[config.mk]
export PLATFORM = sky130hd
export DESIGN_NAME = parallel_in_serial_out_tx
export DESIGN_NICKNAME = d
export VERILOG_FILES = /design/src/rtl/shift_reg_pkg.sv /design/src/rtl/bit_index_counter.sv /design/src/rtl/parallel_in_serial_out_tx.sv
export SDC_FILE = /design/constraint.sdc
export NUM_CORES = 1
export LEC_CHECK = 0
export ABC_AREA = 0
export CORE_AREA = 2 2 39 41
export DETAILED_ROUTE_END_ITERATION = 10
export DIE_AREA = 0 0 41 43
export HOLD_SLACK_MARGIN = 0.08
export RECOVER_POWER = 100
export SETUP_SLACK_MARGIN = 0.02
export SYNTH_ARGS = -nofsm -noshare
export SYNTH_HDL_FRONTEND = slang
export SYNTH_SLANG_ARGS = --single-unit
[constraint.sdc]
create_clock -name clk -period 1.1 [get_ports clk]
set_input_delay 0.22 -clock clk [delete_from_list [all_inputs] [get_ports clk]]
set_output_delay 0.22 -clock clk [all_outputs]
set_load 0.02 [all_outputs]
[src/rtl/shift_reg_pkg.sv]
// Shared types and helpers for the shift-register family (PISO tx / SIPO rx).
// Latency: n/a (declarations only).
// Backpressure: n/a.
package shift_reg_pkg;

   // Serializer control states: idle, or a word is on the wire.
   typedef enum logic {
      IDLE  = 1'b0,
      SHIFT = 1'b1
   } tx_state_t;

   localparam int DEFAULT_WIDTH = 4;

   // The bit index needs at least one bit, even for single-bit words.
   function automatic int cnt_width(input int w);
      if ($clog2(w) < 1) begin
         return 1;
      end
      return $clog2(w);
   endfunction

endpackage

[src/rtl/bit_index_counter.sv]
// Modulo-WIDTH bit index with clear, enable and terminal-count flag.
// Latency: count updates on the edge after en/clr; tc is decoded from the register.
// Backpressure: none; the owner decides when to advance.
module bit_index_counter
   import shift_reg_pkg::*;
#(
   parameter int WIDTH = DEFAULT_WIDTH,
   parameter int CW    = cnt_width(WIDTH)
) (
   input  logic          clk,
   input  logic          rst,
   input  logic          clr,
   input  logic          en,
   output logic [CW-1:0] cnt,
   output logic          tc
);

   localparam logic [CW-1:0] LAST = CW'(WIDTH - 1);

   logic [CW-1:0] cnt_q;
   logic [CW-1:0] cnt_d;

   // Next index: clear wins over enable; wraps to zero after the last bit.
   always_comb begin
      cnt_d = cnt_q;
      if (clr) begin
         cnt_d = '0;
      end else if (en) begin
         cnt_d = tc ? '0 : cnt_q + CW'(1);
      end
   end

   // Index register with synchronous reset.
   always_ff @(posedge clk) begin
      if (rst) begin
         cnt_q <= '0;
      end else begin
         cnt_q <= cnt_d;
      end
   end

   assign cnt = cnt_q;
   assign tc  = (cnt_q == LAST);

endmodule

[src/rtl/parallel_in_serial_out_tx.sv]
// Serializes a WIDTH-bit word one bit per clock with per-bit valid and sof/eof marks.
// Latency: word accepted at edge N drives its first bit in cycle N+1, last in N+WIDTH.
// Backpressure: d_ready only when idle or on the last bit, giving gapless back-to-back words.
module parallel_in_serial_out_tx
   import shift_reg_pkg::*;
#(
   parameter int WIDTH     = DEFAULT_WIDTH,
   parameter bit LSB_FIRST = 1'b0
) (
   input  logic             clk,
   input  logic             rst,
   input  logic [WIDTH-1:0] d,
   input  logic             d_valid,
   output logic             d_ready,
   output logic             sout,
   output logic             sout_valid,
   output logic             sof,
   output logic             eof,
   output logic             busy
);

   localparam int CW = cnt_width(WIDTH);

   tx_state_t        state_q;
   tx_state_t        state_d;
   logic [WIDTH-1:0] sreg_q;
   logic [WIDTH-1:0] sreg_d;
   logic             cnt_clr;
   logic             cnt_en;
   logic [CW-1:0]    cnt;
   logic             last_bit;
   logic             shifting;
   logic             accept;

   bit_index_counter #(
      .WIDTH (WIDTH),
      .CW    (CW)
   ) u_bit_index_counter (
      .clk (clk),
      .rst (rst),
      .clr (cnt_clr),
      .en  (cnt_en),
      .cnt (cnt),
      .tc  (last_bit)
   );

   // All outputs come straight from registered state; no input-to-output path.
   assign shifting   = (state_q == SHIFT);
   assign busy       = shifting;
   assign sout_valid = shifting;
   assign d_ready    = !shifting || last_bit;
   assign sof        = shifting && (cnt == '0);
   assign eof        = shifting && last_bit;
   assign sout       = shifting && (LSB_FIRST ? sreg_q[0] : sreg_q[WIDTH-1]);

   assign accept = d_valid && d_ready;

   // Next state, shift-register load/shift and counter control.
   always_comb begin
      state_d = state_q;
      sreg_d  = sreg_q;
      cnt_clr = 1'b0;
      cnt_en  = 1'b0;
      case (state_q)
         IDLE: begin
            if (accept) begin
               sreg_d  = d;
               cnt_clr = 1'b1;
               state_d = SHIFT;
            end
         end
         SHIFT: begin
            if (last_bit) begin
               // Last bit on the wire: reload for a gapless follow-on word or go idle.
               cnt_clr = 1'b1;
               if (accept) begin
                  sreg_d = d;
               end else begin
                  state_d = IDLE;
               end
            end else begin
               sreg_d = LSB_FIRST ? (sreg_q >> 1) : (sreg_q << 1);
               cnt_en = 1'b1;
            end
         end
         default: begin
            state_d = IDLE;
         end
      endcase
   end

   // State and shift register with synchronous reset; reset beats a same-edge accept.
   always_ff @(posedge clk) begin
      if (rst) begin
         state_q <= IDLE;
         sreg_q  <= '0;
      end else begin
         state_q <= state_d;
         sreg_q  <= sreg_d;
      end
   end

endmodule

==> impl_results.html <==
<table>
<tr><th>Metric</th><th>Value</th></tr>
<tr><th colspan="2">Status</th></tr>
<tr><td>Run status</td><td>finished, violations left</td></tr>
<tr><td>Failing checks</td><td>negative setup slack</td></tr>
<tr><th colspan="2">Hold path</th></tr>
<tr><td>Tightest Hold Check Type</td><td>in2reg</td></tr>
<tr><th colspan="2">Clocking</th></tr>
<tr><td>CTS max path bufs</td><td>2</td></tr>
<tr><td>Clock tree from TritonCTS</td><td>done</td></tr>
<tr><td>Clock Sinks</td><td>7</td></tr>
<tr><td>Clock latency of the later-clocked register in the worst-skew pair</td><td>~0.25 ns</td></tr>
<tr><td>Master cell of the clock root buffer</td><td>clkbuf_4</td></tr>
<tr><td>Clock buffer count from CTS</td><td>3</td></tr>
<tr><td>Clock H-tree levels</td><td>1</td></tr>
<tr><td>Clock-pin slew reported for the worst setup and hold paths after clock tree synthesis</td><td>roughly 0.05 ns</td></tr>
<tr><td>Hold_buf cts</td><td>0</td></tr>
<tr><th colspan="2">Placed design</th></tr>
<tr><td>Setup slack at placement</td><td>-0.4158 ns</td></tr>
<tr><td>DP Wirelength</td><td>around 600 um</td></tr>
<tr><td>Gp weighted congestion</td><td>between 0.7 and 0.8</td></tr>
<tr><td>Count of placed standard cells including taps</td><td>72</td></tr>
<tr><td>I/O Buffers</td><td>12</td></tr>
<tr><th colspan="2">Routing</th></tr>
<tr><td>Count of unresolved DRC violations after routing</td><td>0</td></tr>
<tr><td>Remaining antenna violation count</td><td>0</td></tr>
<tr><td>Detailed router's first-iteration violation count</td><td>4</td></tr>
<tr><td>Overall routed net length</td><td>~850 um</td></tr>
<tr><td>Detailed-router iteration count before antenna repair</td><td>4</td></tr>
<tr><td>WL/cell</td><td>10.85 um</td></tr>
<tr><td>Via density per instance</td><td>4.654</td></tr>
<tr><td>Total number of vias</td><td>363</td></tr>
<tr><th colspan="2">Cells and area</th></tr>
<tr><td>Fin cells</td><td>78</td></tr>
<tr><td>Multi-input gate area in the final layout</td><td>267.8 um2</td></tr>
<tr><td>Number of inserted filler cells in the final layout</td><td>139</td></tr>
<tr><td>Antenna cells</td><td>0</td></tr>
<tr><td>Total area of sequential cells</td><td>around 150 um2</td></tr>
<tr><td>Share of post-route cells with drive strength above 1</td><td>between 60% and 70%</td></tr>
<tr><td>Share of the core filled with cells</td><td>50.27%</td></tr>
<tr><td>Number of nets at the end of the flow</td><td>roughly 70</td></tr>
<tr><td>Layout overhead on the synthesized area</td><td>83.50%</td></tr>
<tr><th colspan="2">Global routing</th></tr>
<tr><td>Number of global-route vias before repair</td><td>314</td></tr>
<tr><td>Largest net degree at the start of global routing</td><td>9</td></tr>
<tr><td>Initial antenna violation count</td><td>0</td></tr>
<tr><td>Wire length of the first global-routing pass</td><td>between 1 and 1.5 mm</td></tr>
<tr><td>Final global-route overflow total</td><td>0</td></tr>
<tr><td>Tot GR Track Use</td><td>a little under an eighth</td></tr>
<tr><th colspan="2">Setup path</th></tr>
<tr><td>Crit path max fanout</td><td>3</td></tr>
<tr><td>Critical path startpoint category</td><td>flip-flop</td></tr>
<tr><td>Data required, critical path</td><td>roughly 0.88 ns</td></tr>
<tr><td>Critical path class</td><td>reg2out</td></tr>
<tr><td>Kind of capture point of the worst setup path</td><td>output pin</td></tr>
<tr><td>Data arrival time of the critical path</td><td>between 1 and 1.5 ns</td></tr>
<tr><th colspan="2">Timing</th></tr>
<tr><td>Transition time of the tightest slew-check pin</td><td>between 0.2 and 0.25 ns</td></tr>
<tr><td>Worst-case clock skew</td><td>about 0.0065 ns</td></tr>
<tr><td>Shortest period the worst path allows</td><td>approximately 1.3 ns</td></tr>
<tr><td>Final Hold Viols</td><td>0</td></tr>
<tr><td>Final count of negative-setup-slack endpoints</td><td>5</td></tr>
<tr><td>Post-route worst setup slack</td><td>-0.1813 ns</td></tr>
<tr><td>Pins over their slew limit</td><td>0</td></tr>
<tr><td>Tcrit/Tclk final</td><td>116.5%</td></tr>
<tr><td>Relative slew slack</td><td>between 80% and 90%</td></tr>
<tr><td>Achievable frequency</td><td>a little under 800 MHz</td></tr>
<tr><td>RSZ-0062 raised after global routing</td><td>yes</td></tr>
<tr><td>Setup TNS after final layout</td><td>-0.5976 ns</td></tr>
<tr><th colspan="2">Yosys</th></tr>
<tr><td>Top-count cell post-synth</td><td>dfxtp_1</td></tr>
<tr><td>Yosys reg bits</td><td>7</td></tr>
<tr><td>Area share of the largest cell type after synthesis</td><td>between 30% and 40%</td></tr>
<tr><td>Warnings from Yosys</td><td>0</td></tr>
<tr><td>Number of distinct library cells after synthesis</td><td>16</td></tr>
<tr><td>Average footprint of a synthesized cell</td><td>just over 10 um2</td></tr>
<tr><td>Proportion of synthesized chip area in sequential cells</td><td>a little under two fifths</td></tr>
<tr><td>Gate Count Post-Synth</td><td>37</td></tr>
<tr><td>Largest area contributor in the netlist</td><td>dfxtp_1</td></tr>
<tr><td>Async set-or-reset flop fraction in the synthesized netlist</td><td>0%</td></tr>
<tr><td>Flip-flop cell with the highest count after synthesis</td><td>dfxtp_1</td></tr>
<tr><td>Number of synthesized flops with an enable pin</td><td>0</td></tr>
<tr><td>Mapped cell area</td><td>between 300 and 400 um2</td></tr>
<tr><td>Number of nets produced by synthesis</td><td>between 40 and 50</td></tr>
<tr><td>Top cells by area in the synthesized netlist</td><td>dfxtp_1 37%, mux2i_1 7.9%, or3b_1 6.9%, ha_1 6.6%, a211oi_1 5.9%</td></tr>
<tr><th colspan="2">Die</th></tr>
<tr><td>I/O pin cnt</td><td>13</td></tr>
<tr><td>Effective utilization at floorplan</td><td>27.40%</td></tr>
<tr><td>Area inside the core boundary</td><td>about 0.0014 mm2</td></tr>
<tr><td>Num rows</td><td>14</td></tr>
<tr><td>Chip height</td><td>about 43 um</td></tr>
<tr><td>Die area</td><td>~0.0018 mm2</td></tr>
<tr><td>Width of the chip</td><td>about 41 um</td></tr>
<tr><th colspan="2">Pwr</th></tr>
<tr><td>Static Leakage</td><td>about 0.30 nW</td></tr>
<tr><td>Ratio of total power to cell area</td><td>1010 mW/mm2</td></tr>
<tr><td>Worst IR Drop VDD</td><td>roughly 0.76 mV</td></tr>
<tr><th colspan="2">Flow run</th></tr>
<tr><td>Reported max-cap violation count</td><td>0</td></tr>
</table>
-- placed cells by master (no fill, tap or decap), drive strengths merged, types with 2 or more instances in the layout --
cell and instances:
mux2i 3, and2 3, clkbuf 4, or3b 3, buf 18, clkdlybuf4s50 5
inv 3, nor3b 3, ha 2, dfxtp 7, a21oi 3, a211oi 3
-- timing repair --
action,4_1_cts,5_1_grt
gates resized for setup,43,14
cloned,0,0
endpoints found under the hold margin,0,0
pin swaps,2,5
endpoints found under the setup margin,12,11
setup buffers,2,1
-- cell type report --
cell class              instances  area share (%)
clock buffers                   4           3.777
inverters                       3           1.619
multi-input cells              24           38.49
flip-flops and latches          7           21.76
well taps                      16           2.878
repair buffers                 24           31.47
-- sequential cells by signal, summed over array words and instances, names as in the netlist --
name / cells
sreg_q: 4
u_bit_index_counter.cnt: 2
busy: 1
-- power breakdown --
part           total [mW]  leakage, nW  switching, mW  internal, mW
Combinational       0.181        0.226         0.0716         0.110
Sequential          0.288       0.0598         0.0185         0.270
Clock               0.233       0.0150         0.0947         0.138
-- metal layers --
layer / part of all wire, % / GRT usage (%) / vias to the layer above
li1: - / - / 176
met1: 43 / 15.38 / 175
met2: 51 / 15.63 / 10
met3: 4.1 / 3.141 / 2
met4: 1.7 / 6.000 / 0
met5: 0 / 0 / -
-- worst paths after layout --
kind | from | to | slack (ns) | cells after the start
setup reg to reg | u_bit_index_counter.cnt[0] | u_bit_index_counter.cnt[0] | -0.11 | 4
hold reg to reg | sreg_q[0] | sreg_q[1] | 0.56 | 2
setup / recovery | u_bit_index_counter.cnt[0] | sof | -0.18 | 4
hold / removal | d_valid | u_bit_index_counter.cnt[0] | 0.51 | 3
-- metrics by stage --
stage	area, um2	hold WS (ns)	power (mW)
floorplan	390.4	0.2817	0.3704
global placement	575.6	0.5596	0.4455
detailed placement	575.6	0.5622	0.4468
CTS	640.6	0.5085	0.6944
global route	695.7	0.5304	0.7509
finish	695.7	0.5073	0.7026
-- cell families (layout without fill, tap and decap cells) --
logic type	count (synthesis)	count (layout)	synth area share, %
DFF	7	7	36.96
adders and majority gates	2	2	6.600
buffers and inverters	6	31	10.89
muxes	4	4	10.89
AOI/OAI and AO/OA	6	6	10.89
and+or+nand+nor	12	12	23.77
-- critical path, stage by stage (launching register included) --
cell and delay, ns:
dfxtp_4 0.36, inv_2 0.03, ha_2 0.16, and2_4 0.15, buf_6 0.12
No activity file was read; power rests on OpenSTA's default activity.
